## config.mk

```make
export PLATFORM = sky130hd
export DESIGN_NAME = instr_encode_loader
export DESIGN_NICKNAME = d
export VERILOG_FILES = /design/src/rtl/riu_pkg.sv /design/src/rtl/instr_encode.sv /design/src/rtl/instr_encode_loader.sv
export SDC_FILE = /design/constraint.sdc
export NUM_CORES = 1
export LEC_CHECK = 0
export CAP_MARGIN = 20
export CORE_ASPECT_RATIO = 0.7
export CORE_MARGIN = 2
export CORE_UTILIZATION = 45
export DETAILED_ROUTE_END_ITERATION = 8
export PLACE_DENSITY_LB_ADDON = 0.2
export SYNTH_ARGS = -nofsm -noshare
export SYNTH_HDL_FRONTEND = slang
export SYNTH_SLANG_ARGS = --single-unit
```

## constraint.sdc

```tcl
create_clock -name clk -period 2.2 [get_ports clk]
set_input_delay 0.55 -clock clk [delete_from_list [all_inputs] [get_ports clk]]
set_output_delay 0.55 -clock clk [all_outputs]
set_load 0.03 [all_outputs]
```

## src/rtl/riu_pkg.sv

```systemverilog
// Shared RIU ISA constants: itype codes, ALU op enum, RV32IM opcode/funct fields,
// and the descriptor record passed from the loader to the encoder.
package riu_pkg;

    localparam logic [2:0] ITYPE_R = 3'b000;
    localparam logic [2:0] ITYPE_I = 3'b001;
    localparam logic [2:0] ITYPE_U = 3'b010;

    typedef enum logic [3:0] {
        ALU_ADD   = 4'd0,
        ALU_SUB   = 4'd1,
        ALU_AND   = 4'd2,
        ALU_OR    = 4'd3,
        ALU_XOR   = 4'd4,
        ALU_SLL   = 4'd5,
        ALU_SRA   = 4'd6,
        ALU_SRL   = 4'd7,
        ALU_SLT   = 4'd8,
        ALU_SLTU  = 4'd9,
        ALU_MUL   = 4'd10,
        ALU_MULH  = 4'd11,
        ALU_MULHU = 4'd12,
        ALU_CSRRW = 4'd13
    } alu_op_e;

    localparam logic [6:0] OPC_OP     = 7'b0110011;
    localparam logic [6:0] OPC_OP_IMM = 7'b0010011;
    localparam logic [6:0] OPC_LUI    = 7'b0110111;
    localparam logic [6:0] OPC_SYSTEM = 7'b1110011;

    localparam logic [2:0] F3_ADD   = 3'b000;
    localparam logic [2:0] F3_SLL   = 3'b001;
    localparam logic [2:0] F3_SLT   = 3'b010;
    localparam logic [2:0] F3_SLTU  = 3'b011;
    localparam logic [2:0] F3_XOR   = 3'b100;
    localparam logic [2:0] F3_SR    = 3'b101;
    localparam logic [2:0] F3_OR    = 3'b110;
    localparam logic [2:0] F3_AND   = 3'b111;
    localparam logic [2:0] F3_MUL   = 3'b000;
    localparam logic [2:0] F3_MULH  = 3'b001;
    localparam logic [2:0] F3_MULHU = 3'b011;
    localparam logic [2:0] F3_CSRRW = 3'b001;

    localparam logic [6:0] F7_BASE = 7'b0000000;
    localparam logic [6:0] F7_ALT  = 7'b0100000;
    localparam logic [6:0] F7_MULT = 7'b0000001;

    localparam logic [31:0] NOP_WORD = 32'h0000_0013;

    typedef struct packed {
        logic [2:0]  itype;
        logic [3:0]  instr;
        logic [4:0]  rd;
        logic [4:0]  rs1;
        logic [4:0]  rs2;
        logic [19:0] imm;
    } desc_t;

endpackage

```

## src/rtl/instr_encode.sv

```systemverilog
// Combinational descriptor -> RV32IM word encoder; flags descriptors that have no encoding.
module instr_encode
    import riu_pkg::*;
(
    input  desc_t       desc,
    output logic [31:0] word,
    output logic        illegal
);

    logic [2:0] f3;
    logic [6:0] f7;

    always_comb begin
        f3 = F3_ADD;
        f7 = F7_BASE;
        case (desc.instr)
            ALU_ADD:   f3 = F3_ADD;
            ALU_SUB:   begin f3 = F3_ADD; f7 = F7_ALT; end
            ALU_AND:   f3 = F3_AND;
            ALU_OR:    f3 = F3_OR;
            ALU_XOR:   f3 = F3_XOR;
            ALU_SLL:   f3 = F3_SLL;
            ALU_SRA:   begin f3 = F3_SR; f7 = F7_ALT; end
            ALU_SRL:   f3 = F3_SR;
            ALU_SLT:   f3 = F3_SLT;
            ALU_SLTU:  f3 = F3_SLTU;
            ALU_MUL:   begin f3 = F3_MUL;   f7 = F7_MULT; end
            ALU_MULH:  begin f3 = F3_MULH;  f7 = F7_MULT; end
            ALU_MULHU: begin f3 = F3_MULHU; f7 = F7_MULT; end
            default:   f3 = F3_CSRRW;
        endcase
    end

    always_comb begin
        word    = '0;
        illegal = 1'b0;
        case (desc.itype)
            ITYPE_R: begin
                if (desc.instr == ALU_CSRRW)
                    word = {desc.imm[11:0], desc.rs1, F3_CSRRW, desc.rd, OPC_SYSTEM};
                else if (desc.instr > ALU_CSRRW)
                    illegal = 1'b1;
                else
                    word = {f7, desc.rs2, desc.rs1, f3, desc.rd, OPC_OP};
            end
            ITYPE_I: begin
                case (desc.instr)
                    ALU_ADD, ALU_AND, ALU_OR, ALU_XOR, ALU_SLT, ALU_SLTU:
                        word = {desc.imm[11:0], desc.rs1, f3, desc.rd, OPC_OP_IMM};
                    // Shifts carry shamt in the rs2 slot; f7 already selects arith vs logical
                    ALU_SLL, ALU_SRL, ALU_SRA:
                        word = {f7, desc.imm[4:0], desc.rs1, f3, desc.rd, OPC_OP_IMM};
                    default: illegal = 1'b1;
                endcase
            end
            ITYPE_U: word = {desc.imm, desc.rd, OPC_LUI};
            default: illegal = 1'b1;
        endcase
    end

endmodule

```

## src/rtl/instr_encode_loader.sv

```systemverilog
// Streams encoded descriptors into instruction memory at auto-incrementing addresses.
// Build option INSTR_ENC_NOP_FILL_EN: illegal descriptors write a NOP instead of being skipped.
module instr_encode_loader
    import riu_pkg::*;
#(
    parameter int DEPTH = 256,
    parameter int AW    = 8
) (
    input  logic          clk,
    input  logic          rst,
    input  logic          start,
    input  logic          in_valid,
    output logic          in_ready,
    input  logic [2:0]    in_itype,
    input  logic [3:0]    in_instr,
    input  logic [4:0]    in_rd,
    input  logic [4:0]    in_rs1,
    input  logic [4:0]    in_rs2,
    input  logic [19:0]   in_imm,
    output logic          imem_we,
    output logic [AW-1:0] imem_addr,
    output logic [31:0]   imem_wdata,
    output logic [AW:0]   count,
    output logic          full,
    output logic          err
);

    typedef enum logic [1:0] {IDLE, LOAD, FULL} state_e;

    state_e      state, state_nxt;
    desc_t       desc;
    logic [31:0] enc_word;
    logic        enc_illegal;
    logic        hs, wr;
    logic [31:0] wr_data;

    assign desc = '{itype: in_itype, instr: in_instr, rd: in_rd,
                    rs1: in_rs1, rs2: in_rs2, imm: in_imm};

    instr_encode u_enc (
        .desc    (desc),
        .word    (enc_word),
        .illegal (enc_illegal)
    );

    assign in_ready = (state == LOAD);
    assign full     = (state == FULL);
    // start wins over a same-cycle handshake, so that descriptor is dropped
    assign hs       = in_valid & in_ready & ~start;

`ifdef INSTR_ENC_NOP_FILL_EN
    assign wr      = hs;
    assign wr_data = enc_illegal ? NOP_WORD : enc_word;
`else
    assign wr      = hs & ~enc_illegal;
    assign wr_data = enc_word;
`endif

    always_comb begin
        state_nxt = state;
        case (state)
            IDLE: if (start) state_nxt = LOAD;
            LOAD: if (!start && wr && count == (AW+1)'(DEPTH - 1)) state_nxt = FULL;
            FULL: if (start) state_nxt = LOAD;
            default: state_nxt = IDLE;
        endcase
    end

    always_ff @(posedge clk or posedge rst) begin
        if (rst) begin
            state      <= IDLE;
            imem_we    <= 1'b0;
            imem_addr  <= '0;
            imem_wdata <= '0;
            count      <= '0;
            err        <= 1'b0;
        end else begin
            state   <= state_nxt;
            imem_we <= 1'b0;
            err     <= hs & enc_illegal;
            if (start) begin
                count     <= '0;
                imem_addr <= '0;
            end else if (wr) begin
                imem_we    <= 1'b1;
                imem_addr  <= count[AW-1:0];
                imem_wdata <= wr_data;
                count      <= count + 1'b1;
            end
        end
    end

endmodule

```

==> results of run 1 <==
==> registers in the layout, summed over array words and instances (netlist names) <==
| register | flops |
|---|---|
| state | 2 |
| err | 1 |
| imem_addr | 8 |
| count | 9 |
| imem_we | 1 |
| imem_wdata | 29 |
==> where the power goes <==
part / switching [µW] / internal (µW) / total [µW]
registers: 47.3 / 1000 / 1050
logic: 399 / 357 / 757
clock network: 353 / 347 / 700
==> what timing repair did <==
item                       in CTS  in global routing
pin swaps                       1                  1
hold endpoints to repair        0                  0
setup buffers                   1                  1
gates cloned                    2                  0
gates resized for setup        15                  9
setup endpoints to repair      37                 22
==> logic make-up (layout without fill, tap and decap cells) <==
| kind of cell | after synthesis | after routing | share of synthesized area [%] |
|---|---|---|---|
| AOI/OAI and AO/OA | 78 | 78 | 21.0 |
| adders and majority gates | 2 | 2 | 0.933 |
| buffers and inverters | 32 | 150 | 5.32 |
| DFF | 50 | 50 | 46.7 |
| muxes | 24 | 24 | 9.89 |
| other | 1 | 1 | 0.140 |
| and+or+nand+nor | 72 | 72 | 16.1 |
==> final timing paths <==
check	from	end	slack (ns)	cells past startpoint
max	in_instr[0]	imem_wdata[25]$_DFFE_PP0P_	0.005	8
min	imem_wdata[17]$_DFFE_PP0P_	imem_wdata[17]$_DFFE_PP0P_	0.50	1
max reg2reg	state[1]$_DFFE_PP0P_	imem_wdata[25]$_DFFE_PP0P_	0.09	8
min reg2reg	imem_wdata[17]$_DFFE_PP0P_	imem_wdata[17]$_DFFE_PP0P_	0.50	1
max in group asynchronous	rst	count[8]$_DFFE_PP0P_	1.39	3
min in group asynchronous	rst	imem_wdata[2]$_DFFE_PP0P_	0.58	3
==> cell type report <==
| type | count | area [µm²] |
|---|---|---|
| Timing Repair Buffer | 133 | 1330 |
| Inverter | 9 | 37.5 |
| Multi-Input combinational cell | 177 | 1340 |
| Clock buffer | 5 | 68.8 |
| Sequential cell | 50 | 1250 |
| Fill cell | 410 | 1560 |
| Tap cell | 75 | 93.8 |
| Clock inverter | 3 | 48.8 |
==> critical path: stages <==
cell,delay (ns)
dlygate4sd2_1,0.25
nor4b_2,0.17
o21ai_2,0.11
or3b_4,0.40
or2_4,0.26
inv_4,0.08
bufbuf_16,0.27
mux2_1,0.32
==> metal layers <==
metal	part of all wire [%]	wire length, µm	vias to the layer above	GRT usage [%]
met5	0	0	-	0
met4	1.2	96	0	6.43
met3	8.9	727	15	6.09
met2	45	3700	154	39.4
met1	45	3680	1253	34.7
li1	-	-	1209	-
==> placed cells by master, fill, tap and decap left out, drive strengths merged, types with 3 or more instances in the layout <==
cell / n
nor3b: 14
nand2b: 5
dlygate4sd2: 8
inv: 9
or4: 3
a21oi: 8
mux2i: 4
clkdlybuf4s50: 87
a22o: 5
a222oi: 5
clkbuf: 5
o21ai: 24
a31oi: 4
a31o: 10
nor2: 7
nand2: 14
nor2b: 6
nand3: 6
dfrtp: 50
buf: 35
o211ai: 3
nor4: 3
mux2: 20
o31ai: 3
a32o: 5
==> per-stage QoR <==
step | area, µm² | power (µW) | utilization (%) | worst slack (ns)
finish | 4170 | 2510 | 72.8 | 0.00471
global route | 4170 | 2610 | 72.8 | -0.0196
CTS | 4130 | 2500 | 72.1 | -0.0256
detailed placement | 3920 | 1780 | 68.4 | -0.511
global placement | 3920 | 1770 | 68.4 | -0.490
floorplan | 2680 | 1420 | - | 0.0512
==> impl_metrics.yaml, run 1 <==
status:
  run_status: "completed"
yosys:
  yosys.area.top_type_share_pct: 46.7
  async_flop_share_pct: 100
  netlist_top_cells_area: "dfrtp_1 (47%), mux2_1 (8.4%), nor3b_1 (3.6%), a31o_1 (3.3%), o21ai_0 (2.2%)"
  ys.flop_type: "dfrtp_1"
  synth_warnings: 0
  ys_seq_area_share_pct: 46.7
  synth_top_area_cell: "dfrtp_1"
  avgSynthCellArea_um2: 10.4
  synthesis.area_um2: 2680
  syn-instance-count: 259
  synthDistinctLibCells: 53
  ys_seq_elements: 50
  yosys-top-cells-count: "dfrtp_1 (50), mux2_1 (20), nand2_1 (14)"
  synth-edff-count: 0
  syn_nets: 307
  synth_most_common_cell: "dfrtp_1"
global_route:
  grt_max_degree: 51
  antenna_found_initial: 0
  grt_pass1_wl_mm: 12.4
  grt_pass1_vias: 2490
  grt_use_total_pct: 25.0
  grt_overflow: 0
power_and_ir_drop:
  p_leak_uw: 0.00177
  power-per-cell-area_nw_per_um2: 601
  ir_worst_vdd_uv: 474
timing:
  finalSetupViolCount: 0
  clock_skew_ns: 0.0109
  slew_violations: 0
  max-slew-margin-rel_pct: 40.4
  fin_crit_sh_pct: 99.8
  fin_setup_tns_ns: 0
  fin_hold_ws_ns: 0.498
  rsz0062_at_grt: "yes"
  hold_viol: 0
  worstMarginPinSlew_ns: 0.894
  max_freq_mhz: 456
  period_needed_ns: 2.20
final_layout:
  instances_no_fill: 452
  drive_above_1_share_pct: 16.7
  syn2layout_area_growth_pct: 55.5
  fin_nets: 424
  diodes: 0
critical_path:
  required_ns: 2.41
  cp-end-kind: "register"
  critPathLaunchType: "primary input"
  path_max_fanout: 5
  path_class: "in -> reg"
  crit_arrival_ns: 2.40
floorplanning:
  die-area_um2: 6600
  die-height_um: 68.6
  fp.coreArea_um2: 5730
  chipWidth_um: 96.3
  rows: 23
  start_util_pct: 46.8
  ios: 99
detailed_routing:
  vias_per_cell: 5.82
  drc: 0
  drt_pass1_iterations: 5
  first_iter_violations: 238
  ant_nets: 0
  wl_mm: 8.20
  num_vias: 2631
  wire_per_inst_um: 18.1
placement:
  port_buffers: 97
  place_inst: 440
  hpwl_mm: 5.51
  globalplace.congestion: 0.847
clock_tree:
  clock_sinks: 50
  cts_hold_buf: 0
  cts_tree: "yes"
  numCtsBuffers: 5
  htreeDepth: 2
  clk_pin_slew_ns: 0.10
  clock_latency_ns: 0.32
  clock-root-buffer: "clkbuf_8"
  cts.path.max_buffers: 2
worst_hold_path:
  hp-class: "reg -> reg"
run:
  cap_violations: 0
No activity file was read; power rests on OpenSTA's default activity.
==> run 2, diff against run 1 <==
SLEW_MARGIN = 40   (was unset)
==> run 2 against run 1 <==
Non-clock buffer count decreased by 2; register-to-register slack gained 0.02 ns; clock skew shrank 0.0063 ns; highest routed layer unchanged; flip-flop and latch count is the same; combinational power grew 0.8%; sequential power barely moved.
==> impl_metrics.yaml, run 2 (synthesized netlist as in run 1, its figures left out) <==
clock_tree:
  clk_pin_slew_ns: 0.09
  cts_tree: "yes"
  clock-root-buffer: "clkbuf_8"
  htreeDepth: 2
  numCtsBuffers: 5
  clock_sinks: 50
  clock_latency_ns: 0.30
  cts.path.max_buffers: 2
  cts_hold_buf: 0
power_and_ir_drop:
  p_int_uw: 1730
  p_leak_uw: 0.00176
  clock_power_share_pct: 27.0
  ir_worst_vdd_uv: 340
  p_comb_share_pct: 30.7
  p_sw_uw: 751
  seq_power_share_pct: 42.3
  power-per-cell-area_nw_per_um2: 598
  switching_share_pct: 30.3
timing:
  fin_setup_tns_ns: 0
  setup_ws_ns: 0.0108
  max_freq_mhz: 457
  worstMarginPinSlew_ns: 0.822
  period_needed_ns: 2.19
  fin_crit_sh_pct: 99.5
  max-slew-margin-rel_pct: 45.1
  finalSetupViolCount: 0
  hold_viol: 0
  clock_skew_ns: 0.00463
  rsz0062_at_grt: "yes"
  slew_violations: 0
run:
  cap_violations: 0
floorplanning:
  die-area_um2: 6600
  chipWidth_um: 96.3
  ios: 99
  start_util_pct: 46.8
  fp.coreArea_um2: 5730
  rows: 23
  die-height_um: 68.6
critical_path:
  critPathLaunchType: "primary input"
  crit_arrival_ns: 2.38
  max_stage_delay_ns: 0.40
  cp_cell_sequence: "dlygate4sd2_1 -> nor4b_4 -> o21ai_2 -> or3b_4 -> or2_4 -> inv_2 -> bufbuf_16 -> mux2_1"
  cp-end-kind: "register"
  path_max_fanout: 10
  path_class: "in -> reg"
  worst-path-buf-inv: 3
  cp_top_family: "simple AND/OR/NAND/NOR gates"
  required_ns: 2.39
  cpMaxStageDelayCell: "or3b_4"
final_layout:
  final_common_cell: "clkdlybuf4s50_1"
  layout_common_cells: "clkdlybuf4s50_1 (87), dfrtp_1 (50), buf_4 (30), nand2_1 (14), nor3b_1 (13)"
  drive_above_1_share_pct: 17.6
  syn2layout_area_growth_pct: 54.8
  nFillCells: 415
  diodes: 0
  top_register: "imem_wdata"
  reg_top3: "imem_wdata: 29 flops, count: 9 flops, imem_addr: 8 flops"
  fin_util_pct: 72.5
  largest_reg_flops: 29
  fin_nets: 422
detailed_routing:
  wire_per_inst_um: 18.1
  drt_pass1_iterations: 5
  drc: 0
  wl_mm: 8.13
  num_vias: 2572
  first_iter_violations: 216
  vias_per_cell: 5.73
  ant_nets: 0
global_route:
  grt_pass1_wl_mm: 12.4
  grt_pass1_vias: 2427
  antenna_found_initial: 0
  grt_use_total_pct: 24.8
  grt_overflow: 0
  grt_max_degree: 51
worst_hold_path:
  hp-class: "reg -> reg"
placement:
  dp_slack_ns: -0.507
  hpwl_mm: 5.55
  globalplace.congestion: 0.847
  port_buffers: 97
status:
  run_status: "completed"
[run 2: layout make-up]
| cell class | count | area [µm²] | area share, % |
|---|---|---|---|
| well taps | 75 | 93.8 | 2.26 |
| repair buffers | 131 | 1280 | 30.9 |
| clock inverters | 1 | 30.0 | 0.724 |
| multi-input cells | 177 | 1380 | 33.1 |
| flip-flops and latches | 50 | 1250 | 30.1 |
| clock buffers | 6 | 82.6 | 1.99 |
| inverters | 9 | 33.8 | 0.814 |
[run 2: repair_timing]
action / 4_1_cts / 5_1_grt
setup buffers: 1 / 0
resized for setup: 12 / 16
pin swaps: 0 / 0
cloned: 1 / 0
setup endpoints to repair: 38 / 21
[run 2: power by group through the flow]
stage	clock network, µW	logic (µW)	registers, µW
3_3_place_gp	0	711	1060
2_1_floorplan	0	191	1230
5_1_grt	726	807	1060
6_report	669	763	1050
3_5_place_dp	0	722	1060
4_1_cts	683	733	1050
[run 2: metal layers]
| metal | part of all wire (%) | vias up | GRT usage (%) | routed length, µm |
|---|---|---|---|---|
| met5 | 0 | - | 0 | 0 |
| met4 | 0.52 | 0 | 4.64 | 42 |
| met3 | 7.7 | 7 | 5.11 | 628 |
| met2 | 45 | 120 | 39.1 | 3690 |
| met1 | 46 | 1248 | 35.9 | 3770 |
| li1 | - | 1197 | - | - |
[run 2: stage by stage]
step,instance area [µm²],total power (µW),hold slack (ns),std cells
2_1_floorplan,2680,1420,0.470,259
3_3_place_gp,3920,1770,0.466,440
3_5_place_dp,3930,1790,0.474,440
4_1_cts,4090,2460,0.494,449
5_1_grt,4150,2590,0.523,449
6_report,4150,2480,0.496,449
[run 2: worst paths after layout]
check | from | endpoint | slack [ns] | cells past startpoint
max | in_instr[0] | imem_wdata[13]$_DFFE_PP0P_ | 0.01 | 8
min | imem_wdata[17]$_DFFE_PP0P_ | imem_wdata[17]$_DFFE_PP0P_ | 0.50 | 1
max reg2reg | state[1]$_DFFE_PP0P_ | imem_wdata[13]$_DFFE_PP0P_ | 0.11 | 8
min reg2reg | imem_wdata[17]$_DFFE_PP0P_ | imem_wdata[17]$_DFFE_PP0P_ | 0.50 | 1
max in group asynchronous | rst | imem_wdata[8]$_DFFE_PP0P_ | 1.38 | 3
min in group asynchronous | rst | imem_wdata[28]$_DFFE_PP0P_ | 0.60 | 3
